==> config.mk <==
export PLATFORM = sky130hd
export DESIGN_NAME = log_afpm_serial_flat
export DESIGN_NICKNAME = d
export VERILOG_FILES = /design/src/rtl/log_afpm_if.sv /design/src/rtl/log_afpm_serial.sv /design/src/flat_wrapper.sv
export SDC_FILE = /design/constraint.sdc
export NUM_CORES = 1
export LEC_CHECK = 0
export ABC_AREA = 1
export CAP_MARGIN = 10
export CORE_ASPECT_RATIO = 1.4
export CORE_MARGIN = 3
export CORE_UTILIZATION = 60
export DETAILED_ROUTE_END_ITERATION = 10
export PLACE_DENSITY = 0.87
export SYNTH_ARGS = -nofsm -noshare
export SYNTH_HDL_FRONTEND = slang
export SYNTH_SLANG_ARGS = --single-unit
export TNS_END_PERCENT = 5
==> constraint.sdc <==
create_clock -name clk -period 5.8 [get_ports clk]
set_input_delay 0.87 -clock clk [delete_from_list [all_inputs] [get_ports clk]]
set_output_delay 0.87 -clock clk [all_outputs]
set_load 0.01 [all_outputs]
==> src/rtl/log_afpm_if.sv <==
// Byte-serial operand/result channel of the logarithmic FP multiplier.
// The master drives operand bytes; the slave returns result bytes and busy.
interface log_afpm_if;
    logic       in_valid;
    logic [7:0] a_byte;
    logic [7:0] b_byte;
    logic       out_valid;
    logic [7:0] out_byte;
    logic       busy;

    modport master (
        output in_valid, a_byte, b_byte,
        input  out_valid, out_byte, busy
    );

    modport slave (
        input  in_valid, a_byte, b_byte,
        output out_valid, out_byte, busy
    );
endinterface

==> src/rtl/log_afpm_serial.sv <==
// Byte-serial Mitchell (logarithmic) approximate floating-point multiplier
// with configurable exponent/mantissa widths, IEEE-style specials and flush-to-zero.
module log_afpm_serial #(
    parameter int EXP_W     = 5,
    parameter int MAN_W     = 10,
    parameter int LSB_FIRST = 1
) (
    input  logic clk,
    input  logic rst_n,
    input  logic ena,
    log_afpm_if.slave bus
);
    localparam int W      = 1 + EXP_W + MAN_W;
    localparam int NBYTES = (W + 7) / 8;
    localparam int CNT_W  = $clog2(NBYTES + 1);
    localparam int ER_W   = EXP_W + 2;
    localparam int BIAS   = 2 ** (EXP_W - 1) - 1;
    localparam int EMAX   = 2 ** EXP_W - 1;

    typedef enum logic [1:0] {IDLE, LOAD, CALC, SEND} state_t;

    state_t             state_q, state_n;
    logic [CNT_W-1:0]   cnt_q, cnt_n;
    logic [W-1:0]       a_q, b_q, res_q, res_n;
    logic               out_valid_q, out_valid_n;
    logic [7:0]         out_byte_q, out_byte_n;
    logic               busy_q, busy_n;
    logic               load_en;

    logic [CNT_W-1:0]   ld_pos, tx_idx, tx_pos;
    logic [W-1:0]       tx_word;
    logic [8*NBYTES-1:0] tx_pad;
    logic [7:0]         tx_byte;

    logic               sa, sb, sr;
    logic [EXP_W-1:0]   ea, eb;
    logic [MAN_W-1:0]   ma, mb;
    logic               a_nan, b_nan, a_inf, b_inf, a_zero, b_zero;
    logic [MAN_W:0]     msum;
    logic [ER_W-1:0]    er;
    logic               ovf, unf;

    // Mitchell datapath: mantissas add as log fractions, carry bumps the exponent.
    always_comb begin
        sa     = a_q[W-1];
        sb     = b_q[W-1];
        ea     = a_q[W-2:MAN_W];
        eb     = b_q[W-2:MAN_W];
        ma     = a_q[MAN_W-1:0];
        mb     = b_q[MAN_W-1:0];
        sr     = sa ^ sb;
        a_nan  = (&ea) & (|ma);
        b_nan  = (&eb) & (|mb);
        a_inf  = (&ea) & ~(|ma);
        b_inf  = (&eb) & ~(|mb);
        a_zero = ~(|ea);
        b_zero = ~(|eb);
        msum   = {1'b0, ma} + {1'b0, mb};
        er     = {2'b00, ea} + {2'b00, eb} + ER_W'(msum[MAN_W]) - ER_W'(BIAS);
        ovf    = ~er[ER_W-1] && (er >= ER_W'(EMAX));
        unf    = er[ER_W-1] || (er == '0);

        if (a_nan || b_nan || (a_inf && b_zero) || (b_inf && a_zero))
            res_n = {1'b0, {EXP_W{1'b1}}, 1'b1, {(MAN_W-1){1'b0}}};
        else if (a_inf || b_inf || ovf)
            res_n = {sr, {EXP_W{1'b1}}, {MAN_W{1'b0}}};
        else if (a_zero || b_zero || unf)
            res_n = {sr, {(EXP_W+MAN_W){1'b0}}};
        else
            res_n = {sr, er[EXP_W-1:0], msum[MAN_W-1:0]};
    end

    // Transfer index to physical byte position, and the byte to send next.
    always_comb begin
        ld_pos  = (LSB_FIRST != 0) ? cnt_q : CNT_W'(NBYTES - 1) - cnt_q;
        tx_word = (state_q == CALC) ? res_n : res_q;
        tx_idx  = (state_q == CALC) ? '0 : cnt_q;
        tx_pos  = (LSB_FIRST != 0) ? tx_idx : CNT_W'(NBYTES - 1) - tx_idx;
        tx_pad  = '0;
        tx_pad[W-1:0] = tx_word;
        tx_byte = '0;
        for (int i = 0; i < NBYTES; i++)
            if (tx_pos == CNT_W'(i)) tx_byte = tx_pad[i*8 +: 8];
    end

    // NOTE: every output of this block gets a default first, so no path can infer a latch.
    always_comb begin
        state_n     = state_q;
        cnt_n       = cnt_q;
        out_valid_n = 1'b0;
        out_byte_n  = 8'h00;
        busy_n      = 1'b0;
        load_en     = 1'b0;
        unique case (state_q)
            IDLE, LOAD: begin
                if (bus.in_valid) begin
                    load_en = 1'b1;
                    if (cnt_q == CNT_W'(NBYTES - 1)) begin
                        state_n = CALC;
                        cnt_n   = '0;
                        busy_n  = 1'b1;
                    end else begin
                        state_n = LOAD;
                        cnt_n   = cnt_q + CNT_W'(1);
                    end
                end
            end
            CALC: begin
                state_n     = SEND;
                cnt_n       = CNT_W'(1);
                out_valid_n = 1'b1;
                out_byte_n  = tx_byte;
                busy_n      = 1'b1;
            end
            SEND: begin
                if (cnt_q == CNT_W'(NBYTES)) begin
                    state_n = IDLE;
                    cnt_n   = '0;
                end else begin
                    cnt_n       = cnt_q + CNT_W'(1);
                    out_valid_n = 1'b1;
                    out_byte_n  = tx_byte;
                    busy_n      = 1'b1;
                end
            end
            default: state_n = IDLE;
        endcase
    end

    // NOTE: sequential state uses non-blocking assignments so all registers update together.
    always_ff @(posedge clk or negedge rst_n) begin
        if (!rst_n) begin
            state_q     <= IDLE;
            cnt_q       <= '0;
            a_q         <= '0;
            b_q         <= '0;
            res_q       <= '0;
            out_valid_q <= 1'b0;
            out_byte_q  <= 8'h00;
            busy_q      <= 1'b0;
        end else if (ena) begin
            state_q     <= state_n;
            cnt_q       <= cnt_n;
            out_valid_q <= out_valid_n;
            out_byte_q  <= out_byte_n;
            busy_q      <= busy_n;
            if (state_q == CALC) res_q <= res_n;
            // Bits above W-1 of the top byte are simply never stored.
            if (load_en) begin
                for (int j = 0; j < W; j++) begin
                    if (ld_pos == CNT_W'(j / 8)) begin
                        a_q[j] <= bus.a_byte[j % 8];
                        b_q[j] <= bus.b_byte[j % 8];
                    end
                end
            end
        end
    end

    assign bus.out_valid = out_valid_q;
    assign bus.out_byte  = out_byte_q;
    assign bus.busy      = busy_q;
endmodule

==> src/flat_wrapper.sv <==
// flat-port wrapper written by rule: the top's interface ports become plain ports
module log_afpm_serial_flat 
#(
    parameter int EXP_W     = 5,
    parameter int MAN_W     = 10,
    parameter int LSB_FIRST = 1
)
  (clk, rst_n, ena, bus_in_valid, bus_a_byte, bus_b_byte, bus_out_valid, bus_out_byte, bus_busy);
  log_afpm_if bus_i ();
  input  logic clk;
  input  logic rst_n;
  input  logic ena;
  input wire logic [$bits(bus_i.in_valid)-1:0] bus_in_valid;
  input wire logic [$bits(bus_i.a_byte)-1:0] bus_a_byte;
  input wire logic [$bits(bus_i.b_byte)-1:0] bus_b_byte;
  output wire logic [$bits(bus_i.out_valid)-1:0] bus_out_valid;
  output wire logic [$bits(bus_i.out_byte)-1:0] bus_out_byte;
  output wire logic [$bits(bus_i.busy)-1:0] bus_busy;
  assign bus_i.in_valid = bus_in_valid;
  assign bus_i.a_byte = bus_a_byte;
  assign bus_i.b_byte = bus_b_byte;
  assign bus_out_valid = bus_i.out_valid;
  assign bus_out_byte = bus_i.out_byte;
  assign bus_busy = bus_i.busy;
  log_afpm_serial #(.EXP_W(EXP_W), .MAN_W(MAN_W), .LSB_FIRST(LSB_FIRST)) u_core (.clk(clk), .rst_n(rst_n), .ena(ena), .bus(bus_i));
endmodule
==> impl_metrics.tcl, run 1 <==
set metrics [dict create \
    run_status "complete, no violations" \
    areaGrowthSynthToFinish_pct 13.1 \
    hp-class "register to register" \
    drt_wl_total_mm 8.75 \
    cts_sinks 62 \
    drv_cap 0 \
    power_switching_uw 1260 \
    max_stage_delay_ns 0.40 \
    critPathKind "register to register" \
    die_x_microns 73.2 \
    cts.repair.resized 0 \
    crit_slowest_cell "fa_1" \
    cts_setup_buffers 0 \
    fmax_mhz 264 \
    power.density_nw_per_um2 610 \
    fin_crit_ns 3.79 \
    power_frac_seq_pct 30.1 \
    crit_path_max_fanout 6 \
    cp-start-kind "register" \
    post_drt_wl_per_cell_microns 13.9 \
    crit_path_end_kind "register" \
    relSlewSlack_pct 26.5 \
    drc 0 \
    routed_via_density 5.51 \
    first_global_vias 3439 \
    num_io_pins 30 \
    p_comb_share_pct 57.4 \
    portBuffers 29 \
    grtUsageTotal_pct 26.2 \
    fin_tns_setup_ns 0 \
    hold_buffers 0 \
    fin_crit_sh_pct 65.4 \
    yosys_register_bits 62 \
    yosysWarnings 0 \
    rsz0062_at_grt "false" \
    worst_slew_pin_slew_ns 1.10 \
    syn_area_sq_um 3790 \
    power_frac_clock_pct 12.5 \
    power_uw 2620 \
    gr-total-overflow 0 \
    cp.required_ns 6.07 \
    setup_viol 0 \
    avgSynthCellArea_sq_um 7.21 \
    layout.nets 593 \
    diodes 0 \
    grt_max_degree 63 \
    p_leak_uw 0.00227 \
    layout-drive-gt1-share_pct 6.26 \
    drt_iter0_drc 208 \
    root_buffer "clkbuf_8" \
    die_h_microns 100 \
    clk_latency_ns 0.33 \
    netSwitchingFraction_pct 47.9 \
    ys_types 34 \
    vdd_drop_max_v 0.000327 \
    gp_congestion 0.933 \
    numCtsBuffers 9 \
    core_sq_um 5990 \
    arrival_ns 4.06 \
    crit_path_frequent_cell "nand2_1" \
    synth-seq-area-share_pct 40.9 \
    antenna_found_initial 0 \
    initial_utilization_pct 63.4 \
    htree_levels 3 \
    hold_viol 0 \
    slew_viol_final 0 \
    ant_nets 0 \
    clk_pin_slew_worst_paths_ns 0.07 \
    synth_fp_nets 565 \
    fin_skew_ns 0.00651 \
    dp_hpwl_mm 6.69 \
    grt_pass1_wl_mm 14.9 \
    drt_pass1_iterations 4 \
    syn_inst 526 \
    nFillCells 497 \
    max-clock-path-buffers 2 \
    dr_total_vias 3466 \
    rows 33 \
    dieArea_sq_um 7330 \
    tritoncts "yes" \
    internal-power_uw 1360 \
]
[per-layer routing]
metal / vias up / track usage (%) / part of all wire, %
met5: - / 0 / 0
met4: 0 / 13.4 / 3.4
met3: 28 / 6.01 / 3.7
met2: 89 / 46.7 / 53
met1: 1600 / 28.1 / 40
li1: 1749 / - / -
[sequential cells by signal, summed over array words and instances, names as in the netlist]
register	flops
u_core.state_q	2
u_core.a_q	16
u_core.cnt_q	2
u_core.bus.busy	1
u_core.b_q	16
u_core.bus.out_byte	8
u_core.res_q	16
u_core.bus.out_valid	1
[cell type report]
class	instances	area (sq um)	area share (%)
Clock buffer	12	145	3.38
Clock inverter	4	22.5	0.525
Timing Repair Buffer	30	293	6.82
Multi-Input combinational cell	379	1920	44.8
Inverter	72	270	6.30
Sequential cell	62	1550	36.1
Tap cell	70	87.6	2.04
[per-stage QoR]
step	setup slack [ns]	utilization [%]	hold WS, ns	area, sq um	cells
2_1_floorplan	2.50	-	0.449	3790	526
3_3_place_gp	2.20	68.9	0.463	4130	613
3_5_place_dp	2.03	68.9	0.466	4130	613
4_1_cts	2.02	71.7	0.484	4290	629
5_1_grt	1.57	71.7	0.509	4290	629
6_report	2.01	71.7	0.478	4290	629
[kinds of logic after synthesis]
group / count (synthesis) / share of synthesized area, %
AO/OA/AOI/OAI: 93 / 13.4
XOR/XNOR: 5 / 1.15
adder cells (fa/ha/maj): 19 / 6.66
buffers and inverters: 85 / 8.44
flip-flops: 62 / 40.9
AND/OR/NAND/NOR: 262 / 29.5
[Yosys cell counts, drive strengths merged]
cell,count,area [sq um]
clkbuf,12,45.0
a21o,1,7.51
a22o,1,8.76
xor2,1,8.76
a21oi,16,80.1
o211ai,1,7.51
fa,2,40.0
o21a,1,7.51
buf,1,5.00
nand3,31,185
dfrtp,62,1550
o22ai,7,43.8
o21ai,53,265
or2,3,18.8
ha,17,213
xnor2,4,35.0
nand4,4,25.0
a31oi,9,56.3
a211oi,1,7.51
nor3,7,35.0
nor3b,1,7.51
nand3b,3,22.5
o221ai,1,8.76
inv,72,270
o31ai,1,7.51
o21bai,1,7.51
nand2,171,654
nor2,42,170
[cell usage in the layout, fill, tap and decap left out, drive strengths merged, types with 3 or more instances in the layout]
master / instances
nand2: 171
inv: 72
dfrtp: 62
o21ai: 53
nor2: 42
nand3: 31
clkdlybuf4s50: 28
ha: 17
a21oi: 16
clkbuf: 12
a31oi: 9
nor3: 7
o22ai: 7
nand4: 4
xnor2: 4
or2: 3
nand3b: 3
clkinv: 3
[power by group through the flow]
stage / Combinational, uW / Clock [uW] / Sequential, uW
floorplan: 1130 / 0 / 760
global placement: 1450 / 0 / 783
detailed placement: 1490 / 0 / 792
CTS: 1500 / 332 / 787
global route: 1720 / 349 / 812
finish: 1500 / 327 / 790
[worst max-delay path: cells and delay by family, from the launching register on]
family | cells | cell delay (ns)
simple gates | 14 | 1.22
flops | 1 | 0.38
buf+inv | 5 | 0.39
compound gates | 5 | 0.82
fa+ha+maj | 4 | 0.91
[worst paths after layout]
kind | startpoint | end | slack, ns | cells past startpoint
hold / removal | u_core.bus.out_valid$_DFFE_PN0P_ | u_core.bus.out_valid$_DFFE_PN0P_ | 0.48 | 2
max in group asynchronous | rst_n | u_core.a_q[3]$_DFFE_PN0P_ | 4.60 | 2
setup / recovery | u_core.a_q[0]$_DFFE_PN0P_ | u_core.bus.out_byte[6]$_DFFE_PN0P_ | 2.01 | 28
hold reg to reg | u_core.bus.out_valid$_DFFE_PN0P_ | u_core.bus.out_valid$_DFFE_PN0P_ | 0.48 | 2
setup reg to reg | u_core.a_q[0]$_DFFE_PN0P_ | u_core.bus.out_byte[6]$_DFFE_PN0P_ | 2.01 | 28
min in group asynchronous | rst_n | u_core.bus.out_valid$_DFFE_PN0P_ | 0.70 | 2
Power figures use the tool's default switching activity.
==> run 2, diff against run 1 <==
--- a/config.mk
+++ b/config.mk
@@ -9,9 +9,9 @@
 export CAP_MARGIN = 10
 export CORE_ASPECT_RATIO = 1.4
 export CORE_MARGIN = 3
-export CORE_UTILIZATION = 60
+export CORE_UTILIZATION = 53
 export DETAILED_ROUTE_END_ITERATION = 10
-export PLACE_DENSITY = 0.87
+export PLACE_DENSITY = 0.81
 export SYNTH_ARGS = -nofsm -noshare
 export SYNTH_HDL_FRONTEND = slang
 export SYNTH_SLANG_ARGS = --single-unit
==> constraint.sdc (replaced) <==
create_clock -name clk -period 3.37 [get_ports clk]
set_input_delay 0.5055 -clock clk [delete_from_list [all_inputs] [get_ports clk]]
set_output_delay 0.5055 -clock clk [all_outputs]
set_load 0.01 [all_outputs]
==> run 2 against run 1 <==
  * The run now ends with negative setup slack left
  * Clock skew rose by 0.0058 ns
  * Cell count rose by 8.1%
  * Wire length rose by 5.4%
  * Core utilization fell by 2.3 points
  * Sequential cell count did not move
  * Fmax rose by 11%
  * Critical path type unchanged
  * Critical endpoint unchanged
  * Largest cell class unchanged
==> impl_metrics.tcl, run 2 (synthesis results as in run 1) <==
set metrics [dict create \
    antenna_found_initial 0 \
    postPlaceCellArea_sq_um 4320 \
    initial_utilization_pct 56.3 \
    grt.busiest_layer "met2" \
    p_comb_share_pct 61.2 \
    htree_levels 3 \
    met1_usage_pct 26.6 \
    clk_pin_slew_worst_paths_ns 0.08 \
    setup_viol 11 \
    drt_iter0_drc 233 \
    fin_crit_ns 3.42 \
    dieArea_sq_um 8230 \
    reg.largest.list "u_core.a_q (16), u_core.b_q (16), u_core.res_q (16)" \
    dp_slack_ns -0.352 \
    drv_cap 0 \
    hold_viol 0 \
    ff2ff_setup_slack_ns -0.05 \
    crit_slowest_cell "dfrtp_1" \
    vdd_drop_max_v 0.000554 \
    power.density_nw_per_um2 1120 \
    drt_wl_total_mm 9.22 \
    gp_congestion 0.905 \
    cp-start-kind "register" \
    die_h_microns 106 \
    root_buffer "clkbuf_8" \
    r2r-start "u_core.a_q[0]$_DFFE_PN0P_" \
    dp_hpwl_mm 6.70 \
    cp.required_ns 3.65 \
    final_cell_area_sq_um 4680 \
    use_met3_pct 3.14 \
    ant_nets 0 \
    cts_sinks 62 \
    clk_latency_ns 0.35 \
    crit_path_start "u_core.a_q[0]$_DFFE_PN0P_" \
    portBuffers 29 \
    rr_endpoint "u_core.bus.out_byte[6]$_DFFE_PN0P_" \
    power_switching_uw 2420 \
    crit_path_end_kind "register" \
    core_sq_um 6740 \
    tritoncts "yes" \
    diodes 0 \
    violations "negative setup slack" \
    fin_ws_ns -0.0451 \
    numCtsBuffers 9 \
    hp-class "primary input to async pin" \
    fmax_mhz 293 \
    hold_buffers 0 \
    routed_via_density 5.31 \
    rsz0062_at_grt "true" \
    fin_skew_ns 0.0123 \
    power_frac_clock_pct 13.0 \
    reg2reg_depth 28 \
    endpoint "u_core.bus.out_byte[6]$_DFFE_PN0P_" \
    dr_total_vias 3614 \
    power_frac_seq_pct 25.8 \
    die_x_microns 77.5 \
    grt_max_degree 42 \
    slew_viol_final 0 \
    rows 35 \
    drc 0 \
    final_cell_mix "nand2_1 (157), inv_1 (65), dfrtp_1 (62), o21ai_0 (44), nor2_1 (39)" \
    max-clock-path-buffers 2 \
    internal-power_uw 2830 \
    grt_pass1_wl_mm 15.2 \
    grtUsageTotal_pct 23.2 \
    post_drt_wl_per_cell_microns 13.6 \
    fin_tns_setup_ns -0.306 \
    relSlewSlack_pct 38.1 \
    arrival_ns 3.70 \
    worst_slew_pin_slew_ns 0.928 \
    fin_crit_sh_pct 101 \
    max_stage_delay_ns 0.37 \
    first_global_vias 3363 \
    layout.nets 622 \
    crit_path_frequent_cell "nand2_1" \
    critPathKind "register to register" \
    netSwitchingFraction_pct 46.0 \
    gr-total-overflow 0 \
    run_status "finished, violations left" \
    num_io_pins 30 \
    layout-drive-gt1-share_pct 15.5 \
    layout.cells.most_common "nand2_1" \
    drt_pass1_iterations 5 \
    crit_path_max_fanout 4 \
    areaGrowthSynthToFinish_pct 23.4 \
    p_leak_uw 0.00243 \
    use_met2_pct 42.8 \
]
## run 2: changes by cell type in the layout (fill, tap and decap cells not counted), sizes merged
cell and change:
clkinv -1, clkbuf -2, buf +29, inv +2
bufinv +1
## run 2: power by group through the flow
stage               logic (uW)  registers [uW]  clock network, uW
floorplan                 1940            1310                  0
CTS                       3010            1350                686
finish                    3220            1350                684
global placement          2750            1340                  0
detailed placement        2810            1350                  0
global route              3590            1390                718
## run 2: through the flow
| step | util [%] | total power, uW | instances | hold WS, ns |
|---|---|---|---|---|
| finish | 69.4 | 5250 | 680 | 0.288 |
| global route | 69.4 | 5700 | 680 | 0.360 |
| CTS | 68.4 | 5050 | 679 | 0.322 |
| detailed placement | 64.0 | 4160 | 657 | 0.465 |
| global placement | 64.0 | 4090 | 657 | 0.463 |
| floorplan | - | 3250 | 526 | 0.210 |
## run 2: worst min path at each step
stage	slack, ns	start	endpoint	cells after the start
CTS	0.32	rst_n	u_core.bus.out_valid$_DFFE_PN0P_	1
detailed placement	0.46	u_core.bus.out_byte[0]$_DFFE_PN0P_	u_core.bus.out_byte[0]$_DFFE_PN0P_	2
floorplan	0.21	rst_n	u_core.a_q[0]$_DFFE_PN0P_	0
global placement	0.46	u_core.res_q[0]$_DFFE_PN0P_	u_core.res_q[0]$_DFFE_PN0P_	2
global route	0.36	rst_n	u_core.bus.out_valid$_DFFE_PN0P_	1
finish	0.29	rst_n	u_core.res_q[12]$_DFFE_PN0P_	1
## run 2: what timing repair did
item                                    CTS  global route
endpoints found under the setup margin   23            23
pin swaps                                16            16
cloned                                    0             0
gates resized for setup                  17            19
buffers inserted                          6             1
endpoints found under the hold margin     0             0
## run 2: area by class of cell
class	instances	area (sq um)
fillers	564	2060
multi-input cells	379	2010
flip-flops and latches	62	1550
repair buffers	59	527
inverters	72	273
clock buffers	10	138
well taps	92	115
clock inverters	6	68.8
## run 2: critical path, delay by kind of cell, from the launching register on
family	cells	cell delay [ns]
simple gates	14	1.25
fa+ha+maj	4	0.83
compound gates	5	0.59
flops	1	0.37
buf+inv	5	0.31
## run 2: layer usage
metal  wire [microns]  vias up
li1                 -     1809
met5                0        -
met4              202        0
met3              281       19
met1             3720     1695
met2             5020       91
